## config.mk

```make
export PLATFORM = sky130hd
export DESIGN_NAME = nibble_packer
export DESIGN_NICKNAME = d
export VERILOG_FILES = /design/src/rtl/nibble_packer.sv
export SDC_FILE = /design/constraint.sdc
export NUM_CORES = 1
export LEC_CHECK = 0
export BUFFER_PORTS_ARGS = -buffer_cell sky130_fd_sc_hd__clkbuf_2
export CAP_MARGIN = 20
export CORE_MARGIN = 5
export CORE_UTILIZATION = 31
export DETAILED_ROUTE_END_ITERATION = 6
export GPL_TIMING_DRIVEN = 0
export PLACE_DENSITY = 0.58
export SLEW_MARGIN = 15
export SYNTH_ARGS = -nofsm -noshare
export SYNTH_HDL_FRONTEND = slang
export SYNTH_SLANG_ARGS = --single-unit
```

## constraint.sdc

```tcl
create_clock -name iClk -period 3.52 [get_ports iClk]
set_clock_uncertainty 0.05 [all_clocks]
set_input_delay 0.352 -clock iClk [delete_from_list [all_inputs] [get_ports iClk]]
set_output_delay 0.352 -clock iClk [all_outputs]
set_load 0.005 [all_outputs]
```

## src/rtl/nibble_packer.sv

```systemverilog
// ============================================================================
// nibble_packer
//   Packs groups of NIBBLES 4-bit samples (LS nibble first) into words and
//   queues them in a small show-ahead FIFO for the max-finder's buffer master.
// Revision: 1.0 - initial release
// ============================================================================
`default_nettype none

module nibble_packer #(
    parameter int NIBBLES = 5,
    parameter int DEPTH   = 4
) (
    input  logic                         iClk,
    input  logic                         iReset_n,
    input  logic                         iValid,
    input  logic [3:0]                   iNibble,
    input  logic                         iFlush,
    input  logic                         iRead,
    output logic                         oReady,
    output logic [4*NIBBLES-1:0]         oWord,
    output logic                         oWordValid,
    output logic [$clog2(DEPTH+1)-1:0]   oCount,
    output logic [15:0]                  oPacked
);

    localparam int W  = 4 * NIBBLES;
    localparam int KW = (NIBBLES > 1) ? $clog2(NIBBLES) : 1;
    localparam int AW = (DEPTH > 1) ? $clog2(DEPTH) : 1;
    localparam int CW = $clog2(DEPTH + 1);

    localparam logic [KW-1:0] C_K_LAST = KW'(NIBBLES - 1);
    localparam logic [CW-1:0] C_FULL   = CW'(DEPTH);

    logic [KW-1:0] k_q,      k_d;
    logic [W-1:0]  acc_q,    acc_d;
    logic [AW-1:0] rd_ptr_q, rd_ptr_d;
    logic [AW-1:0] wr_ptr_q, wr_ptr_d;
    logic [CW-1:0] count_q,  count_d;
    logic [15:0]   packed_q, packed_d;
    logic [W-1:0]  mem_q [DEPTH];
    logic [W-1:0]  mem_d [DEPTH];

    logic          w_full;
    logic          w_ready;
    logic          w_accept;
    logic          w_flush;
    logic          w_pop;
    logic          w_room;
    logic          w_complete;
    logic          w_push;
    logic [W-1:0]  w_assembled;

    assign w_full   = (count_q == C_FULL);
    assign w_ready  = !(w_full && (k_q != '0));
    assign w_accept = iValid && w_ready;
    assign w_flush  = iFlush && w_ready;
    assign w_pop    = iRead && (count_q != '0);
    assign w_room   = !w_full || w_pop;

    always_comb begin
        w_assembled = acc_q;
        for (int i = 0; i < NIBBLES; i++) begin
            if (w_accept && (k_q == KW'(i))) begin
                w_assembled[4*i +: 4] = iNibble;
            end
        end
    end

    // A flush of a lone nibble taken at k=0 into a full FIFO with no pop has
    // nowhere to go, so the nibble is kept as a partial word and oReady drops.
    assign w_complete = w_accept && (k_q == C_K_LAST);
    assign w_push     = w_complete ||
                        (w_flush && ((k_q != '0) || (w_accept && w_room)));

    always_comb begin
        k_d      = k_q;
        acc_d    = acc_q;
        rd_ptr_d = rd_ptr_q;
        wr_ptr_d = wr_ptr_q;
        count_d  = count_q;
        packed_d = packed_q;
        for (int i = 0; i < DEPTH; i++) begin
            mem_d[i] = mem_q[i];
        end

        if (w_push) begin
            k_d             = '0;
            acc_d           = '0;
            mem_d[wr_ptr_q] = w_assembled;
            wr_ptr_d        = wr_ptr_q + AW'(1);
            packed_d        = packed_q + 16'd1;
        end else if (w_accept) begin
            k_d   = k_q + KW'(1);
            acc_d = w_assembled;
        end

        if (w_pop) begin
            rd_ptr_d = rd_ptr_q + AW'(1);
        end

        if (w_push && !w_pop) begin
            count_d = count_q + CW'(1);
        end else if (w_pop && !w_push) begin
            count_d = count_q - CW'(1);
        end
    end

    always_ff @(posedge iClk or negedge iReset_n) begin
        if (!iReset_n) begin
            k_q      <= '0;
            acc_q    <= '0;
            rd_ptr_q <= '0;
            wr_ptr_q <= '0;
            count_q  <= '0;
            packed_q <= '0;
            for (int i = 0; i < DEPTH; i++) begin
                mem_q[i] <= '0;
            end
        end else begin
            k_q      <= k_d;
            acc_q    <= acc_d;
            rd_ptr_q <= rd_ptr_d;
            wr_ptr_q <= wr_ptr_d;
            count_q  <= count_d;
            packed_q <= packed_d;
            for (int i = 0; i < DEPTH; i++) begin
                mem_q[i] <= mem_d[i];
            end
        end
    end

    assign oReady     = w_ready;
    assign oWord      = mem_q[rd_ptr_q];
    assign oWordValid = (count_q != '0);
    assign oCount     = count_q;
    assign oPacked    = packed_q;

endmodule

`default_nettype wire

```

Word level (Yosys, flattened, before mapping)

Cells that the tools add are included.

Add/subtract/negate cells: 6
Magnitude comparators: 3
Eq/ne operators: 5
Multiplexer cells: 17
Bitwise gates (word level): 2
Reduce and logical (&&, ||, !) cells: 26

Operators with widths:

| kind                    | count |
|---|---|
| $mux W20                | 5 |
| $bwmux W80              | 1 |
| $bmux W20 S2            | 1 |
| $demux W20 S2           | 1 |
| $mux W4                 | 5 |
| $add A16 B1 Y16 const B | 1 |
| $logic_and A1 B1 Y1     | 14 |
| $mux W3                 | 4 |
| $add A3 B1 Y3 const B   | 2 |
| $eq A3 B2 Y1 const B    | 2 |
| $eq A3 B3 Y1 const B    | 2 |
| $ge A3 B3 Y1 const B    | 2 |
| $not A2 Y3              | 2 |
| $reduce_bool A3 Y1      | 2 |
| $add A2 B1 Y2 const B   | 2 |
| $logic_not A1 Y1        | 4 |
| $reduce_bool A2 Y1      | 2 |
| $eq A3 B1 Y1 const B    | 1 |
| $logic_not A3 Y1        | 1 |
| $logic_or A1 B1 Y1      | 3 |
| $lt A3 B1 Y1 const B    | 1 |
| $sub A3 B1 Y3 const B   | 1 |

Flip-flop bits (word level): 126
Input port bits: 9

Logic depth before layout (Yosys ltp)

Gate-level depths: netlist of the first run.

Word-level depth: 12
Gate-level depth with buffers: 13
Mapped depth without buffers: 11

Worst setup path after synthesis of the first run

Ideal clock, no wire load.

Path type: register -> register
Start point: reg count_q[1] (netlist: oCount[1])
End point: reg count_q[1] (netlist: oCount[1])
Arrival time: 2470 ps
Data required time: 3345 ps
Path slack: 876 ps
Cell stages (with the launch flop): 10
Path buffers: 2
Cells stage by stage: dfrtp_1 -> or3b_4 -> nand3_1 -> buf_2 -> nand3_2 -> buf_4 -> ha_1 -> inv_1 -> fa_1 -> mux2_2

Elaborated cells on any way between the ends: 23
Classes of those cells: 2 x add/sub; 1 x eq/ne; 2 x mux; 18 x reduce/logical

RTL lines:

| item                   | line | RTL |
|---|---|---|
| start, declared        | 38   | `logic [CW-1:0] count_q, count_d;` |
| start signal, assigned | 124  | `count_q <= count_d;` |
| $eq A3 B3 Y1           | 53   | `assign w_full = (count_q == C_FULL);` |
| $logic_and A1 B1 Y1    | 54   | `assign w_ready = !(w_full && (k_q != '0));` |
| $logic_not A1 Y1       | 54   |  |
| $logic_and A1 B1 Y1    | 55   | `assign w_accept = iValid && w_ready;` |
| $logic_and A1 B1 Y1    | 73   | `(w_flush && ((k_q != '0) \|\| (w_accept && w_room)));` |
| $logic_or A1 B1 Y1     | 73   |  |
| $logic_and A1 B1 Y1    | 73   |  |
| $logic_or A1 B1 Y1     | 72   | `assign w_push = w_complete \|\|` |
| $logic_and A1 B1 Y1    | 101  | `if (w_push && !w_pop) begin` |
| $mux W3 (*)            | 101  |  |
| named net count_d[1]   | 38   |  |

The timed path passes the listed nets; every way through them passes the cells marked *. The select of a mux whose other input is x is not followed.
A chain may end at the register's enable or synchronous reset.

Worst setup path in the final report of the first run

Start point: reg k_q[0]
End point: reg count_q[1] (netlist: oCount[1])

Elaborated cells on any way between the ends: 16
Classes of those cells: 1 x eq/ne; 1 x mux; 14 x reduce/logical

RTL lines:

| item                    | line   | RTL |
|---|---|---|
| start, declared         | 34     | `logic [KW-1:0] k_q, k_d;` |
| start signal, assigned  | 120    | `k_q <= k_d;` |
| $reduce_bool A3 Y1      | 54, 73 |  |
| $logic_and A1 B1 Y1     | 54     |  |
| $logic_not A1 Y1        | 54     |  |
| $logic_and A1 B1 Y1     | 55     |  |
| $logic_and A1 B1 Y1     | 73     |  |
| $logic_or A1 B1 Y1      | 73     |  |
| $logic_and A1 B1 Y1     | 73     |  |
| $logic_or A1 B1 Y1 (*)  | 72     |  |
| $logic_and A1 B1 Y1 (*) | 101    |  |
| $mux W3 (*)             | 101    |  |
| named net count_d[1]    | 38     |  |

The timed path passes the listed nets; every way through them passes the cells marked *.

==> qor.yml, run 1 <==
outcome: "finished, final reports clean"
critPathTopFamily: "adder cells"
fillers: 1822
crit_fanout: 10
wl_mm: 13.6
fin_crit_ns: 2.96
vdd.ir_drop.worst_v: 0.000345
p_leak_nw: 3.52
startpoint: "k_q[0]"
globalplace.congestion: 0.752
place_area_um2: 6740
crit_type: "reg -> reg"
globalRouteTotalUtil_pct: 12.9
clock_latency_ns: 0.42
r2r-end: "oCount[1]"
max_slew_margin_pct: 47.5
synth_area_leaders: "dfrtp_1 (51%), mux2_4 (15%), mux2_2 (7.9%), mux4_2 (7.4%), xor2_1 (2.3%)"
design_area_um2: 7400
syn_to_final_growth_pct: 20.8
grt_pass1_vias: 3854
hpwl_mm: 9.20
cts_setup_buffers: 0
yosys.area.top_type: "dfrtp_1"
antenna_left: 0
min_path_type: "in -> reg"
start_util_pct: 31.5
min_delay_path_depth: 3
grt_pass1_wl_mm: 22.0
finalMaxSlewViolations: 0
cpMaxStageDelayCell: "dfrtp_1"
clk_root_buffer_cell: "clkbuf_16"
worstMarginPinSlew_ns: 0.788
yosysTopAreaCellShare_pct: 51.5
fin_nets: 493
cp.required_ns: 3.77
syn_avg_cell_area_um2: 15.2
crit_chain: "inv_1, ha_1, nand2b_1, nand3_1, buf_2, nand3_2, buf_4, ha_1, inv_1, fa_1, mux2_2"
synthCells: 402
hold-path-endpoint: "rd_ptr_q[1]"
hp-start: "iRead"
cts_tree: "built"
r2r_cells: 11
vias_per_cell: 4.67
synth.cell_area_um2: 6130
startpoint_type: "flop"
cts_num_sinks: 126
syn-num-nets: 423
synth-seq-area-share_pct: 51.5
drive_gt1_share_pct: 46.8
overflow: 0
ys_ff_latch: 126
rows: 51
cts_buffers: 17
yosys_warnings: 0
htree_num_levels: 4
cp.arrival_ns: 3.21
post-route-util_pct: 38.0
fmax_ghz: 0.338
die_w_um: 151
cellPowerDensity_nw_per_um2: 841
drt_pre_antenna_iters: 4
hold_violations: 0
setup_viol: 0
end_kind: "flop"
max_stage_delay_ns: 0.42
avgRoutedWirePerCell_um: 18.2
finalCritPeriodShare_pct: 84.0
fin_tns_setup_ns: 0
diodes: 0
ctsHoldBuffers: 1
core-area_um2: 19500
die_area_um2: 22700
cts.clk_slew.worst_paths_ns: 0.06
rsz0062_at_grt: "no"
via_count: 3506
io_buffers: 49
drc_errors: 0
grt_max_degree: 86
post_synth_num_cell_types: 37
pin_count: 50
die_h_um: 151
drtIter0Drc: 160
drv_cap: 0
antenna_found_initial: 0
cts_resized: 0
rrSetupSlack_ns: 0.56
r2r_start: "k_q[0]"
clockBufferDepth: 2
path_buf_inv: 4
[Yosys cell counts]
library cell	count
and2_1	1
buf_2	9
mux2i_1	1
nand2b_1	1
a311oi_1	8
and4_1	2
nand3_2	1
nor3b_1	1
and3b_1	2
and3_1	3
nand3_1	9
xnor2_1	6
nand2_1	12
mux2_4	60
nor4b_1	1
inv_1	12
a21oi_1	1
mux2_2	43
nor2_1	8
a21boi_0	1
or3b_4	1
a211oi_1	1
buf_6	7
nand4_1	3
mux4_2	20
o2111ai_2	1
ha_1	11
clkbuf_1	3
nand4_4	1
nor2b_1	17
a31oi_4	3
or3_1	1
xor2_1	16
a31oi_1	7
fa_1	1
buf_4	1
dfrtp_1	126
[flip-flops by register name (all words and copies together), names as in the netlist]
register	flops
rd_ptr_q	2
k_q	3
oCount	3
oPacked	16
acc_q	20
wr_ptr_q	2
mem_q	80
[cell families after synthesis]
logic type      count (synthesis)  share of synthesized area, %
mux                           124                          30.1
simple gates                   64                          6.15
buf+inv                        32                          3.06
compound gates                 22                          3.47
flops                         126                          51.5
fa+ha+maj                      12                          2.57
xor+xnor                       22                          3.15
[layer usage]
| layer | vias to the layer above | routed length, µm | track usage [%] | part of all wire [%] |
|---|---|---|---|---|
| met5 | - | 0 | 0 | 0 |
| met4 | 0 | 209 | 4.40 | 1.5 |
| met3 | 22 | 625 | 3.55 | 4.6 |
| met2 | 71 | 6480 | 20.6 | 48 |
| met1 | 1820 | 6320 | 16.9 | 46 |
| li1 | 1593 | - | - | - |
[power breakdown]
group / switching (W) / internal [W] / total (W) / leakage, nW
registers: 0.000275 / 0.00184 / 0.00211 / 1.69
clock network: 0.000651 / 0.00129 / 0.00194 / 0.309
logic: 0.00105 / 0.00112 / 0.00217 / 1.51
total: 0.00197 / 0.00425 / 0.00622 / 3.52
[through the flow]
stage / total power, W / hold slack (ns) / setup slack (ns) / std cells
after floorplan: 0.00367 / 0.00641 / 0.876 / 402
after global placement: 0.00426 / 0.413 / 0.152 / 716
after detailed placement: 0.00435 / 0.263 / 0.515 / 717
after CTS: 0.00630 / 0.212 / 0.515 / 750
after global routing: 0.00656 / 0.212 / 0.348 / 750
final: 0.00622 / 0.215 / 0.565 / 750
[worst max path at each step]
stage | slack, ns | cells past startpoint | endpoint
6_report | 0.56 | 11 | oCount[1]
4_1_cts | 0.52 | 11 | oCount[1]
3_3_place_gp | 0.15 | 1 | mem_q[34]
3_5_place_dp | 0.52 | 11 | oCount[1]
5_1_grt | 0.35 | 11 | oCount[1]
2_1_floorplan | 0.88 | 9 | oCount[1]
[layout by cell type, fill, tap and decap left out, types with 5 or more instances in the layout]
cell type and n:
ha_1 11, a311oi_1 8, clkbuf_1 5, mux2_4 60, nand2_1 12, xnor2_1 6, clkbuf_16 17, bufinv_16 5
inv_1 12, dfrtp_1 126, nor2_1 8, buf_2 9, a31oi_1 7, xor2_1 16, mux4_2 20, nand3_1 9
clkbuf_2 48, nor2b_1 17, buf_6 7, mux2_2 43
[tightest hold or removal path: stages]
cell,delay [ns]
clkbuf_2,0.12
nand3_1,0.10
xnor2_1,0.06
[layout make-up]
cell class | count | area, µm² | area share [%]
plain buffers | 20 | 143 | 1.93
clock buffers | 21 | 460 | 6.22
clock inverters | 11 | 188 | 2.54
inverters | 12 | 45.0 | 0.609
multi-input cells | 244 | 2790 | 37.7
flip-flops and latches | 126 | 3150 | 42.6
well taps | 265 | 332 | 4.48
repair buffers | 51 | 292 | 3.94
(Power assumes the default switching activity.)
==> run 2: changes to the inputs <==
--- a/config.mk
+++ b/config.mk
@@ -5,13 +5,14 @@
 export SDC_FILE = /design/constraint.sdc
 export NUM_CORES = 1
 export LEC_CHECK = 0
+export ABC_AREA = 1
 export BUFFER_PORTS_ARGS = -buffer_cell sky130_fd_sc_hd__clkbuf_2
 export CAP_MARGIN = 20
 export CORE_MARGIN = 5
 export CORE_UTILIZATION = 31
 export DETAILED_ROUTE_END_ITERATION = 6
 export GPL_TIMING_DRIVEN = 0
-export PLACE_DENSITY = 0.58
+export PLACE_DENSITY = 0.59
 export SLEW_MARGIN = 15
 export SYNTH_ARGS = -nofsm -noshare
 export SYNTH_HDL_FRONTEND = slang
==> constraint.sdc (replaced) <==
create_clock -name iClk -period 2.7 [get_ports iClk]
set_clock_uncertainty 0.05 [all_clocks]
set_input_delay 0.27 -clock iClk [delete_from_list [all_inputs] [get_ports iClk]]
set_output_delay 0.27 -clock iClk [all_outputs]
set_load 0.005 [all_outputs]
==> run 2 against run 1 <==
Compared with the run above: flip-flop and latch count is the same; core utilization shrank 0.55 points; largest power group unchanged; non-clock buffer count increased by 28; highest routed layer unchanged; critical path type unchanged; fmax increased by 17%.
==> qor.yml, run 2 <==
io_buffers: 48
hold-path-endpoint: "rd_ptr_q[0]"
hold_violations: 0
top_register: "mem_q"
fin_ws_ns: 0.172
dr.max_layer_used: "met4"
worstMarginPinSlew_ns: 0.662
place_ws_ns: -0.110
grt_pass1_vias: 5291
clock_latency_ns: 0.42
die_w_um: 152
design_area_um2: 7510
die_h_um: 152
m1WireLength_mm: 8.58
setup_viol: 0
drv_cap: 0
synth-main-ff-cell: "dfrtp_1"
grt_pass1_wl_mm: 29.3
routed-wl-met2_mm: 8.29
hp-start: "iRead"
post-route-util_pct: 37.5
drc_errors: 0
pin_count: 50
fin_nets: 869
fillers: 2164
cts_num_sinks: 126
hpwl_mm: 12.5
finalMaxSlewViolations: 0
globalplace.congestion: 0.835
avgRoutedWirePerCell_um: 16.0
post-synth-top-count-cell: "nand2_1"
cpMaxStageDelayCell: "dfrtp_1"
rrSetupSlack_ns: 0.17
post_synth_num_cell_types: 25
clk_root_buffer_cell: "clkbuf_16"
rows: 52
layout_common_cells: "nand2_1 (256), dfrtp_1 (126), nand3_1 (99)"
max_stage_delay_ns: 0.41
grt_max_degree: 78
synthCells: 778
fmax_ghz: 0.396
outcome: "finished, final reports clean"
crit_chain: "inv_1, ha_1, nand2_2, nand3_4, nand2_1, inv_2, nand2_1, nand2_2, buf_8, ha_1, inv_1, fa_1, a21oi_1, o21ai_0, xor2_1"
syn_avg_cell_area_um2: 8.05
crit_fanout: 19
cp.required_ns: 2.94
rsz0062_at_grt: "no"
yosysTopAreaCellShare_pct: 50.4
cts_buffers: 17
end_kind: "flop"
startpoint_type: "flop"
final_common_cell: "nand2_1"
drt_pre_antenna_iters: 5
drive_gt1_share_pct: 14.5
cts_tree: "built"
cp.arrival_ns: 2.77
crit_type: "reg -> reg"
r2r_start: "k_q[0]"
p_leak_nw: 3.85
core-area_um2: 20000
die_area_um2: 23100
min_delay_path_depth: 3
fin_crit_ns: 2.53
cts.clk_slew.worst_paths_ns: 0.05
overflow: 0
ys_ff_latch: 126
antenna_left: 0
async_reset_ff_share_pct: 100
hold_ws_ns: 0.152
synth_area_leaders: "dfrtp_1 (50%), nand2_1 (15%), nand3_1 (7.9%), nor2_1 (3.5%), o21ai_0 (3.4%)"
syn-num-nets: 799
synth.cell_area_um2: 6260
r2r-end: "oCount[2]"
yosys.area.top_type: "dfrtp_1"
antenna_found_initial: 0
htree_num_levels: 4
diodes: 0
r2r_cells: 15
finalCritPeriodShare_pct: 93.6
max_slew_margin_pct: 55.9
clockBufferDepth: 2
min_path_type: "in -> reg"
cellPowerDensity_nw_per_um2: 1170
largest_register_ffs: 80
globalRouteTotalUtil_pct: 16.0
yosys_warnings: 0
start_util_pct: 31.2
placed_cells: 1097
vias_per_cell: 4.82
wl_met3_um: 898
syn_to_final_growth_pct: 19.9
wl_mm: 18.1
ys_top_cells_by_count: "nand2_1 (256), dfrtp_1 (126), nand3_1 (99), nor2_1 (58), o21ai_0 (42)"
vdd.ir_drop.worst_v: 0.000561
place_area_um2: 6870
synth-seq-area-share_pct: 50.4
synth-edff-count: 0
finalNonFillerCells: 1130
via_count: 5451
drtIter0Drc: 406
==> run 2: timing repair <==
item | CTS | global route
endpoints found under the setup margin | 2 | 2
resized for setup | 0 | 4
hold buffers | 1 | 0
hold endpoints to repair | 49 | 0
setup buffers | 0 | 2
==> run 2: cell type report <==
class                   count  area (µm²)  share of cell area [%]
plain buffers              47         274                    3.65
clock buffers              25         485                    6.47
clock inverters             6         108                    1.43
inverters                  29         109                    1.45
multi-input cells         575        2740                    36.5
flip-flops and latches    126        3150                    42.0
well taps                 270         338                    4.50
repair buffers             52         302                    4.02
==> run 2: kinds of logic (layout without fill, tap and decap cells) <==
logic type      after synthesis  after routing  synth area share (%)
fa+ha+maj                    12             12                  2.52
buf+inv                      77            159                  6.14
xor+xnor                     13             13                  1.82
compound gates               95             95                  8.00
flops                       126            126                  50.4
mux                           1              1                 0.180
simple gates                454            454                  31.0
==> run 2: layer usage <==
layer	GRT usage (%)	vias up
met2	24.9	129
met3	3.16	28
li1	-	2702
met4	5.69	0
met5	0	-
met1	22.2	2592
==> run 2: where the power goes <==
group,internal [W],leakage (nW),switching (W)
sequential,0.00248,1.70,0.000380
combinational,0.00120,1.86,0.00240
clock,0.00152,0.287,0.000808
==> run 2: through the flow <==
step	setup TNS, ns	power (W)
floorplan	0	0.00506
global placement	-107.54	0.00638
detailed placement	-0.138	0.00646
CTS	0	0.00880
global route	0	0.00940
finish	0	0.00878
==> run 2: worst max-delay path, delay by kind of cell (launching register included) <==
family / cells / cell delay [ns]
xor+xnor: 1 / 0.15
flops: 1 / 0.41
fa+ha+maj: 3 / 0.74
compound gates: 2 / 0.25
buf+inv: 4 / 0.37
simple gates: 5 / 0.41
==> run 2: how the worst max path moves through the flow <==
stage | to | from | depth (start not counted) | slack [ns]
global route | oCount[2] | k_q[1] | 15 | 0.003
detailed placement | oCount[2] | k_q[0] | 14 | -0.11
finish | oCount[2] | k_q[0] | 15 | 0.17
global placement | mem_q[4] | iReset_n | 1 | -0.86
CTS | oCount[2] | k_q[0] | 13 | 0.08
floorplan | oCount[2] | k_q[0] | 14 | 0.25
